File: config.mk
export PLATFORM = sky130hd
export DESIGN_NAME = conv_ctrl
export DESIGN_NICKNAME = d
export VERILOG_FILES = /design/src/rtl/conv_ctrl.sv
export SDC_FILE = /design/constraint.sdc
export NUM_CORES = 1
export LEC_CHECK = 0
export CAP_MARGIN = 20
export CELL_PAD_IN_SITES_DETAIL_PLACEMENT = 0
export CELL_PAD_IN_SITES_GLOBAL_PLACEMENT = 1
export CORE_AREA = 2 2 113 115
export CTS_CLUSTER_DIAMETER = 40
export CTS_CLUSTER_SIZE = 16
export DETAILED_ROUTE_END_ITERATION = 8
export DIE_AREA = 0 0 115 117
export PLACE_DENSITY = 0.92
export SLEW_MARGIN = 20
export SYNTH_ARGS = -nofsm -noshare
export SYNTH_HDL_FRONTEND = slang
export SYNTH_SLANG_ARGS = --single-unit
File: constraint.sdc
create_clock -name i_clk -period 7.9 [get_ports i_clk]
set_input_delay 1.975 -clock i_clk [delete_from_list [all_inputs] [get_ports i_clk]]
set_output_delay 1.975 -clock i_clk [all_outputs]
set_load 0.1 [all_outputs]
File: src/rtl/conv_ctrl.sv
`default_nettype none
// ============================================================================
// conv_ctrl : row-stream sequencer for a 3x3 convolution datapath + result FIFO
// Optional feature macro: CONV_CTRL_KERNEL_REUSE_EN (adds i_reuse_kernel)
// Revision  : 1.0  initial release
// ============================================================================
module conv_ctrl #(
  parameter int BIT_LEN    = 8,
  parameter int M_LEN      = 3,
  parameter int CONV_LEN   = 20,
  parameter int FIFO_DEPTH = 4
) (
  input  logic                 i_clk,
  input  logic                 i_reset,
  input  logic                 i_start,
  input  logic [7:0]           i_num_rows,
`ifdef CONV_CTRL_KERNEL_REUSE_EN
  input  logic                 i_reuse_kernel,
`endif
  input  logic                 i_row_valid,
  output logic                 o_row_ready,
  input  logic [3*BIT_LEN-1:0] i_row_data,
  output logic                 o_conv_reset,
  output logic                 o_conv_valid,
  output logic                 o_conv_sel,
  output logic [BIT_LEN-1:0]   o_conv_d0,
  output logic [BIT_LEN-1:0]   o_conv_d1,
  output logic [BIT_LEN-1:0]   o_conv_d2,
  input  logic [CONV_LEN-1:0]  i_conv_data,
  output logic                 o_res_valid,
  input  logic                 i_res_ready,
  output logic [CONV_LEN-1:0]  o_res_data,
  output logic                 o_busy,
  output logic                 o_done,
  output logic                 o_err
);

  localparam int         c_PTR_W    = $clog2(FIFO_DEPTH);
  localparam int         c_CNT_W    = c_PTR_W + 1;
  localparam logic [7:0] c_MIN_ROWS = 8'(M_LEN);
  localparam logic [7:0] c_LAST_K   = 8'(M_LEN - 1);

  localparam logic [1:0] S_IDLE   = 2'd0;
  localparam logic [1:0] S_LOAD_K = 2'd1;
  localparam logic [1:0] S_LOAD_I = 2'd2;
  localparam logic [1:0] S_DRAIN  = 2'd3;

  logic [1:0]          r_state;
  logic [1:0]          w_state_nxt;
  logic [7:0]          r_num_rows;
  logic [7:0]          r_row_cnt;
  logic                r_launch_d1;
  logic                r_launch_d2;
  logic                r_conv_reset;
  logic [CONV_LEN-1:0] r_mem [FIFO_DEPTH];
  logic [c_PTR_W-1:0]  r_wr_ptr;
  logic [c_PTR_W-1:0]  r_rd_ptr;
  logic [c_CNT_W-1:0]  r_count;

  logic                w_reuse;
  logic                w_legal_start;
  logic [1:0]          w_inflight;
  logic [c_CNT_W:0]    w_pending;
  logic                w_fifo_empty;
  logic                w_drained;
  logic                w_row_ready;
  logic                w_accept;
  logic                w_k_last;
  logic                w_i_last;
  logic                w_launch;
  logic                w_push;
  logic                w_pop;

`ifdef CONV_CTRL_KERNEL_REUSE_EN
  assign w_reuse = i_reuse_kernel;
`else
  assign w_reuse = 1'b0;
`endif

  assign w_legal_start = i_start && (i_num_rows >= c_MIN_ROWS);
  assign w_inflight    = {1'b0, r_launch_d1} + {1'b0, r_launch_d2};
  // Beats in flight reserve their FIFO slot at acceptance, so the FIFO cannot overflow.
  assign w_pending     = {1'b0, r_count} + (c_CNT_W + 1)'(w_inflight);
  assign w_fifo_empty  = (r_count == '0);
  assign w_drained     = (w_inflight == 2'd0) && w_fifo_empty;
  assign w_accept      = i_row_valid && w_row_ready;
  assign w_k_last      = (r_row_cnt == c_LAST_K);
  assign w_i_last      = (r_row_cnt == (r_num_rows - 8'd1));
  assign w_launch      = w_accept && (r_state == S_LOAD_I) && (r_row_cnt >= c_LAST_K);
  assign w_push        = r_launch_d2;
  assign w_pop         = o_res_valid && i_res_ready;

  always_ff @(posedge i_clk) begin
    if (!i_reset) begin
      r_state <= S_IDLE;
    end else begin
      r_state <= w_state_nxt;
    end
  end

  always_comb begin
    w_state_nxt = r_state;
    case (r_state)
      S_IDLE:   if (w_legal_start) w_state_nxt = w_reuse ? S_LOAD_I : S_LOAD_K;
      S_LOAD_K: if (w_accept && w_k_last) w_state_nxt = S_LOAD_I;
      S_LOAD_I: if (w_accept && w_i_last) w_state_nxt = S_DRAIN;
      S_DRAIN:  if (w_drained) w_state_nxt = S_IDLE;
      default:  w_state_nxt = S_IDLE;
    endcase
  end

  always_comb begin
    w_row_ready = 1'b0;
    o_conv_sel  = 1'b0;
    o_busy      = 1'b0;
    o_done      = 1'b0;
    o_err       = 1'b0;
    case (r_state)
      S_IDLE: begin
        o_err = i_reset && i_start && (i_num_rows < c_MIN_ROWS);
      end
      S_LOAD_K: begin
        w_row_ready = 1'b1;
        o_busy      = 1'b1;
      end
      S_LOAD_I: begin
        w_row_ready = (w_pending < (c_CNT_W + 1)'(FIFO_DEPTH));
        o_conv_sel  = 1'b1;
        o_busy      = 1'b1;
      end
      S_DRAIN: begin
        o_busy = 1'b1;
        o_done = w_drained;
      end
      default: begin
        o_busy = 1'b1;
      end
    endcase
  end

  assign o_row_ready  = w_row_ready;
  assign o_conv_valid = w_accept;
  assign o_conv_d0    = i_row_data[BIT_LEN-1:0];
  assign o_conv_d1    = i_row_data[2*BIT_LEN-1:BIT_LEN];
  assign o_conv_d2    = i_row_data[3*BIT_LEN-1:2*BIT_LEN];
  assign o_conv_reset = r_conv_reset | ~i_reset;

  // Row counter indexes kernel rows in LOAD_K and image rows in LOAD_I.
  always_ff @(posedge i_clk) begin
    if (!i_reset) begin
      r_num_rows   <= '0;
      r_row_cnt    <= '0;
      r_launch_d1  <= 1'b0;
      r_launch_d2  <= 1'b0;
      r_conv_reset <= 1'b1;
    end else begin
      r_conv_reset <= 1'b0;
      r_launch_d1  <= w_launch;
      r_launch_d2  <= r_launch_d1;
      if ((r_state == S_IDLE) && w_legal_start) begin
        r_num_rows <= i_num_rows;
        r_row_cnt  <= '0;
      end else if (w_accept) begin
        if ((r_state == S_LOAD_K) && w_k_last) begin
          r_row_cnt <= '0;
        end else begin
          r_row_cnt <= r_row_cnt + 8'd1;
        end
      end
    end
  end

  always_ff @(posedge i_clk) begin
    if (!i_reset) begin
      r_wr_ptr <= '0;
      r_rd_ptr <= '0;
      r_count  <= '0;
      for (int i = 0; i < FIFO_DEPTH; i++) begin
        r_mem[i] <= '0;
      end
    end else begin
      if (w_push) begin
        r_mem[r_wr_ptr] <= i_conv_data;
        r_wr_ptr        <= r_wr_ptr + 1'b1;
      end
      if (w_pop) begin
        r_rd_ptr <= r_rd_ptr + 1'b1;
      end
      case ({w_push, w_pop})
        2'b10:   r_count <= r_count + 1'b1;
        2'b01:   r_count <= r_count - 1'b1;
        default: r_count <= r_count;
      endcase
    end
  end

  assign o_res_valid = !w_fifo_empty;
  assign o_res_data  = r_mem[r_rd_ptr];

endmodule
`default_nettype wire
==> results of run 1 <==
[layout make-up]
type | instances | area (µm²) | area share [%]
multi-input cells | 253 | 1858 | 30.51
inverters | 34 | 127.6 | 2.095
flip-flops and latches | 110 | 3004 | 49.32
repair buffers | 65 | 638.1 | 10.48
clock buffers | 10 | 229.0 | 3.759
well taps | 150 | 187.7 | 3.081
clock inverters | 6 | 46.29 | 0.7601
[path summary, 6_finish.rpt]
check        slack, ns  cells after the start                   endpoint
max               1.49                      5                      o_err
min               0.46                      2     r_launch_d2$_SDFF_PN0_
max reg2reg       5.47                      7  r_row_cnt[1]$_SDFFE_PP0P_
min reg2reg       0.46                      2     r_launch_d2$_SDFF_PN0_
[worst reg2reg max path, cell delays in order (launching register included)]
cell                       delay (ns)
sky130_fd_sc_hd__dfxtp_1         0.36
sky130_fd_sc_hd__ha_1            0.20
sky130_fd_sc_hd__ha_1            0.27
sky130_fd_sc_hd__nand3_1         0.08
sky130_fd_sc_hd__a31oi_2         0.46
sky130_fd_sc_hd__nor2_1          0.24
sky130_fd_sc_hd__a311o_1         0.51
sky130_fd_sc_hd__a211oi_2        0.23
[through the flow]
| step | std cells | worst slack, ns |
|---|---|---|
| 6_report | 628 | 1.486 |
| 5_1_grt | 628 | 1.376 |
| 4_1_cts | 628 | 1.500 |
| 3_5_place_dp | 612 | 1.506 |
| 3_3_place_gp | 612 | 1.506 |
| 2_1_floorplan | 440 | 2.254 |
[cell usage in the layout, fill, tap and decap left out, types with 7 or more instances in the layout]
cell type and n:
sky130_fd_sc_hd__inv_1 33, sky130_fd_sc_hd__nand3_1 8, sky130_fd_sc_hd__xnor2_1 14, sky130_fd_sc_hd__clkdlybuf4s50_1 60
sky130_fd_sc_hd__nor2_1 93, sky130_fd_sc_hd__dfxtp_1 29, sky130_fd_sc_hd__clkbuf_16 9, sky130_fd_sc_hd__mux4_2 20
sky130_fd_sc_hd__edfxtp_1 80, sky130_fd_sc_hd__xor2_1 7, sky130_fd_sc_hd__mux2i_1 8, sky130_fd_sc_hd__nand2_1 28
sky130_fd_sc_hd__ha_1 12
[registers in the layout, indices dropped and copies added, names as in the netlist, named ones only]
register,count
r_conv_reset,1
r_count,3
r_num_rows,8
r_row_cnt,8
r_rd_ptr,2
r_launch_d2,1
r_state,2
r_wr_ptr,2
r_mem,80
r_launch_d1,1
[kinds of logic after synthesis]
group	count (synthesis)
AO/OA/AOI/OAI	25
XOR/XNOR	21
multiplexers	29
buffers and inverters	77
adder cells (fa/ha/maj)	13
flip-flops	110
AND/OR/NAND/NOR	165
[metal layers]
layer / global-route usage [%] / vias up / wire (µm)
met5: 0 / - / 0
met4: 4.659 / 0 / 107
met3: 3.759 / 8 / 553
met2: 30.24 / 97 / 5494
met1: 20.27 / 1597 / 4480
li1: - / 1575 / -
[power by group through the flow]
stage | sequential (mW) | clock (mW) | combinational (mW)
after global routing | 0.668 | 0.455 | 0.357
after floorplan | 0.671 | 0 | 0.312
final | 0.665 | 0.420 | 0.336
after CTS | 0.665 | 0.431 | 0.337
after detailed placement | 0.677 | 0 | 0.334
after global placement | 0.676 | 0 | 0.328
==> flow_summary.toml, run 1 <==
[cts]
worst_setup_hold_path_clk_slew_ns = 0.07
cts-root-to-sink-buffers = 2
cts-hold-fix-buffers = 0
cts-buffers-inserted = 9
cts.repair.resized = 0
tritoncts = "yes"
numClockSinks = 110
post-cts-setup-buffer-count = 0
cts-root-buf = "sky130_fd_sc_hd__clkbuf_16"
clk_latency_ns = 0.34
htreeDepth = 3

[grt]
grt_overflow = 0
antenna_violations_before_repair = 0
grt_first_pass_wirelength_mm = 17.16
grt_pass1_vias = 3461
track_usage_pct = 16.75
maximum_number_of_pins_on_one_net_before_global_route_repair = 22

[yosys]
synth_top_area_share_pct = 45.91
muxShareOfSynthArea_pct = 10.35
largest_family_of_logic_cells_by_synthesized_area = "simple AND/OR/NAND/NOR gates"
synthArstFlopShare_pct = 0
synth_edf_count = 80
synth-xor-area-share_pct = 3.515
synth-seq-area-share_pct = 57.39
postSynthCellCount = 440
synth_cell_types = 52
post-synth-top-area-cell = "sky130_fd_sc_hd__edfxtp_1"
synth_area_leaders = "sky130_fd_sc_hd__edfxtp_1, sky130_fd_sc_hd__dfxtp_1, sky130_fd_sc_hd__mux4_2"
synthTopCellsByCount = "sky130_fd_sc_hd__nor2_1, sky130_fd_sc_hd__edfxtp_1, sky130_fd_sc_hd__inv_1"
synth-adder-area-share_pct = 3.252
ys_ff_latch = 110
compound_gate_fraction_of_synth_area_pct = 3.635
synth_net_count = 510
synthesis.area_um2 = 5233
cell_with_the_most_instances_after_synthesis = "sky130_fd_sc_hd__nor2_1"
ys_dominant_reg_cell = "sky130_fd_sc_hd__edfxtp_1"
synthSimpleGateAreaFrac_pct = 14.54
synth.avg_cell_area_um2 = 11.89
ys_warn_count = 0

[final_layout]
post_route_cells_drive_above_1_share_pct = 11.30
fin_area_um2 = 6091
diodes_inserted = 0
postLayoutCoreUtil_pct = 49.47
layout-area-overhead-vs-synth_pct = 16.40
num-nets-final = 543
final.fill_count = 1113

[worst_setup_path]
critPathKind = "primary input to output pin"
reg2reg_from = "r_launch_d2$_SDFF_PN0_"
slowest_stage = "sky130_fd_sc_hd__clkdlybuf4s50_1"
cp-end-kind = "output pin"
worstPathMaxFanout = 2
timing.critical_path.slowest_cell_delay_ns = 1.14
crit_buf_inv = 2
worstPathArrival_ns = 4.44
critical_path.cell_chain = "clkdlybuf4s50_1 > nor4_1 > nand2_1 > nor2_1 > clkdlybuf4s50_1"
critPathRequiredTime_ns = 5.93
crit_path_start = "i_num_rows[4]"
cpMostUsedCell = "sky130_fd_sc_hd__clkdlybuf4s50_1"
critPathTopFamily = "buffers and inverters"
worstSetupStartpointType = "primary input"

[sta]
max_freq_ghz = 0.1559
post-route-min-period_ns = 6.414
finClkSkew_ns = 0.004603
setup_tns_ns = 0
slew_violations = 0
ratio_of_final_minimum_period_to_clock_period_pct = 81.19
timing_worst_slew_pin_value_ns = 1.006
final-hold-violation-count = 0
timing.max_slew.rel_slack_pct = 32.71
rsz0062_at_grt = "false"
final_setup_violation_count = 0
final_hold_slack_ns = 0.4613

[pwr]
reported_net_switching_power_mw = 0.4474
sw_frac_of_total_pct = 31.49
clock_power_share_pct = 29.5
finalPower_mw = 1.421
power.internal_mw = 0.9732
leakage_nw = 2.257
power.density_cell_area_nw_per_um2 = 233.2
comb_power_share_pct = 23.7
vdd.ir_drop.worst_uv = 214.6
seq_power_share_pct = 46.8

[worst_hold_path]
timing.hold.worst.start = "r_launch_d1$_SDFF_PN0_"
hold_class = "flip-flop to flip-flop"

[floorplanning]
die_area_um2 = 13460
fp.dieH_um = 117
ioPinCount = 109
floorplan.initialDensity_pct = 42.50
floorplan.rows = 41
core_region_area_um2 = 12310
horizontal_die_dimension_um = 115

[route]
via_count_normalized_by_instance_count = 5.218
drt_iter0_markers = 231
detail-route-antenna-nets = 0
number_of_remaining_drc_errors = 0
dr_total_vias = 3277
routedWlPerCell_um = 16.93
drt_first_pass_iters = 5
totalWireLength_mm = 10.64

[place]
dpl_cell_area_um2 = 5814
gp_congestion = 0.8174
post-dp-hpwl_mm = 6.787
portBuffers = 60

[run]
maxCapViolCount = 0

[status]
outcome = "complete, no violations"
No activity file was read; power rests on OpenSTA's default activity.
==> run 2, diff against run 1 <==
CORE_AREA = 2 2 122 124   (was 2 2 113 115)
DIE_AREA = 0 0 124 126   (was 0 0 115 117)
PLACE_DENSITY = 0.84   (was 0.92)
clock period = 5.4 ns   (was 7.9 ns; I/O delays follow)
==> run 2 against run 1 <==
Net effect:
- clock skew rose by 0.0024 ns
- final cell count rose by 5.4%
- utilization fell by 6.5 points
- die area rose by 16%
- clock-buffer cell count did not move
- critical path depth fell by 3
- clock power rose by 62%
- power rose by 50%
- global-route usage fell by 2.2 points
- routed wire length rose by 4.4%
- non-clock buffer count did not move
- worst hold slack improved by 0.0028 ns
- critical path type is now flip-flop to output pin
- largest power group unchanged
==> flow_summary.toml, run 2 (synthesis gave the netlist of run 1 again) <==
[place]
gp_congestion = 0.8239
post-dp-hpwl_mm = 7.257
dpl_cell_area_um2 = 5849
place_worst_setup_slack_ns = 1.167
portBuffers = 60

[worst_hold_path]
hold_class = "flip-flop to flip-flop"

[worst_setup_path]
critPathRequiredTime_ns = 4.05
cp-end-kind = "output pin"
worstPathMaxFanout = 20
critPathKind = "flip-flop to output pin"
worstPathArrival_ns = 2.89
worstSetupStartpointType = "flip-flop"

[run]
maxCapViolCount = 0

[sta]
setup_tns_ns = 0
slew_violations = 0
final-hold-violation-count = 0
ratio_of_final_minimum_period_to_clock_period_pct = 78.55
rsz0062_at_grt = "false"
timing_worst_slew_pin_value_ns = 1.057
timing.max_slew.rel_slack_pct = 29.51
final_setup_violation_count = 0
post-route-min-period_ns = 4.242
final_hold_slack_ns = 0.4640
timing.final.ws_setup_ns = 1.158
max_freq_ghz = 0.2358
finClkSkew_ns = 0.006971

[route]
drt_iter0_markers = 266
dr_total_vias = 3320
via_count_normalized_by_instance_count = 5.015
totalWireLength_mm = 11.11
number_of_remaining_drc_errors = 0
detail-route-antenna-nets = 0
drt_first_pass_iters = 4
routedWlPerCell_um = 16.78

[grt]
grt_overflow = 0
maximum_number_of_pins_on_one_net_before_global_route_repair = 22
antenna_violations_before_repair = 0
grt_first_pass_wirelength_mm = 17.21
grt_pass1_vias = 3397
track_usage_pct = 14.52

[cts]
htreeDepth = 3
clk_latency_ns = 0.35
worst_setup_hold_path_clk_slew_ns = 0.07
cts-root-to-sink-buffers = 2
numClockSinks = 110
cts-buffers-inserted = 9
cts.repair.resized = 0
cts-hold-fix-buffers = 0
post-cts-setup-buffer-count = 0
cts-root-buf = "sky130_fd_sc_hd__clkbuf_16"
tritoncts = "yes"

[final_layout]
postLayoutCoreUtil_pct = 43.00
layout.cells.most_common_list = "sky130_fd_sc_hd__nor2_1, sky130_fd_sc_hd__edfxtp_1, sky130_fd_sc_hd__clkdlybuf4s50_1"
diodes_inserted = 0
largest_reg_flops = 80
fin_area_um2 = 6155
mostFrequentLayoutCell = "sky130_fd_sc_hd__nor2_1"
post_route_cells_drive_above_1_share_pct = 11.72
largest-register = "r_mem"
layout-area-overhead-vs-synth_pct = 17.62
layout_top_registers = "r_mem: 80 flops, r_num_rows: 8 flops, r_row_cnt: 8 flops"
final.fill_count = 1318
num-nets-final = 543

[floorplanning]
floorplan.rows = 44
die_area_um2 = 15620
fp.dieH_um = 126
ioPinCount = 109
core_region_area_um2 = 14310
floorplan.initialDensity_pct = 36.56
horizontal_die_dimension_um = 124

[status]
outcome = "complete, no violations"

[pwr]
vdd.ir_drop.worst_uv = 392.3
power.density_cell_area_nw_per_um2 = 346.8
leakage_nw = 2.281
run 2: report_power, final:
| part | internal (mW) | total (mW) | leakage, nW | switching, mW |
|---|---|---|---|---|
| combinational | 0.164 | 0.483 | 1.06 | 0.319 |
| sequential | 0.942 | 0.972 | 1.07 | 0.0305 |
| clock | 0.369 | 0.679 | 0.150 | 0.310 |
run 2: final cells by class:
| type | instances | area [µm²] | area share (%) |
|---|---|---|---|
| clock buffers | 10 | 229.0 | 3.720 |
| clock inverters | 6 | 76.32 | 1.240 |
| inverters | 34 | 127.6 | 2.074 |
| multi-input cells | 253 | 1858 | 30.19 |
| flip-flops and latches | 110 | 3003 | 48.79 |
| well taps | 184 | 230.2 | 3.741 |
| repair buffers | 65 | 630.6 | 10.25 |
run 2: worst paths after layout:
kind                                from                         to  slack (ns)  depth (start not counted)
setup / recovery               flip-flop             o_res_data[13]        1.16                          2
hold reg to reg   r_launch_d1$_SDFF_PN0_     r_launch_d2$_SDFF_PN0_        0.46                          2
hold / removal    r_launch_d1$_SDFF_PN0_     r_launch_d2$_SDFF_PN0_        0.46                          2
setup reg to reg  r_launch_d2$_SDFF_PN0_  r_row_cnt[1]$_SDFFE_PP0P_        2.94                          7
run 2: worst max-delay path: stages (launching register included):
cell,delay (ns)
sky130_fd_sc_hd__dfxtp_1,1.00
sky130_fd_sc_hd__mux4_2,0.41
sky130_fd_sc_hd__clkdlybuf4s50_1,1.14
run 2: through the flow:
step / std cells / total power [mW]
3_5_place_dp: 646 / 1.475
4_1_cts: 662 / 2.154
2_1_floorplan: 440 / 1.439
5_1_grt: 662 / 2.228
6_report: 662 / 2.134
3_3_place_gp: 646 / 1.467
run 2: metal layers:
layer / track usage [%] / wire [µm] / up-vias
met5: 0 / 0 / -
met4: 3.966 / 147 / 0
met3: 4.257 / 723 / 17
met2: 25.53 / 5785 / 105
met1: 17.14 / 4450 / 1627
li1: - / - / 1571
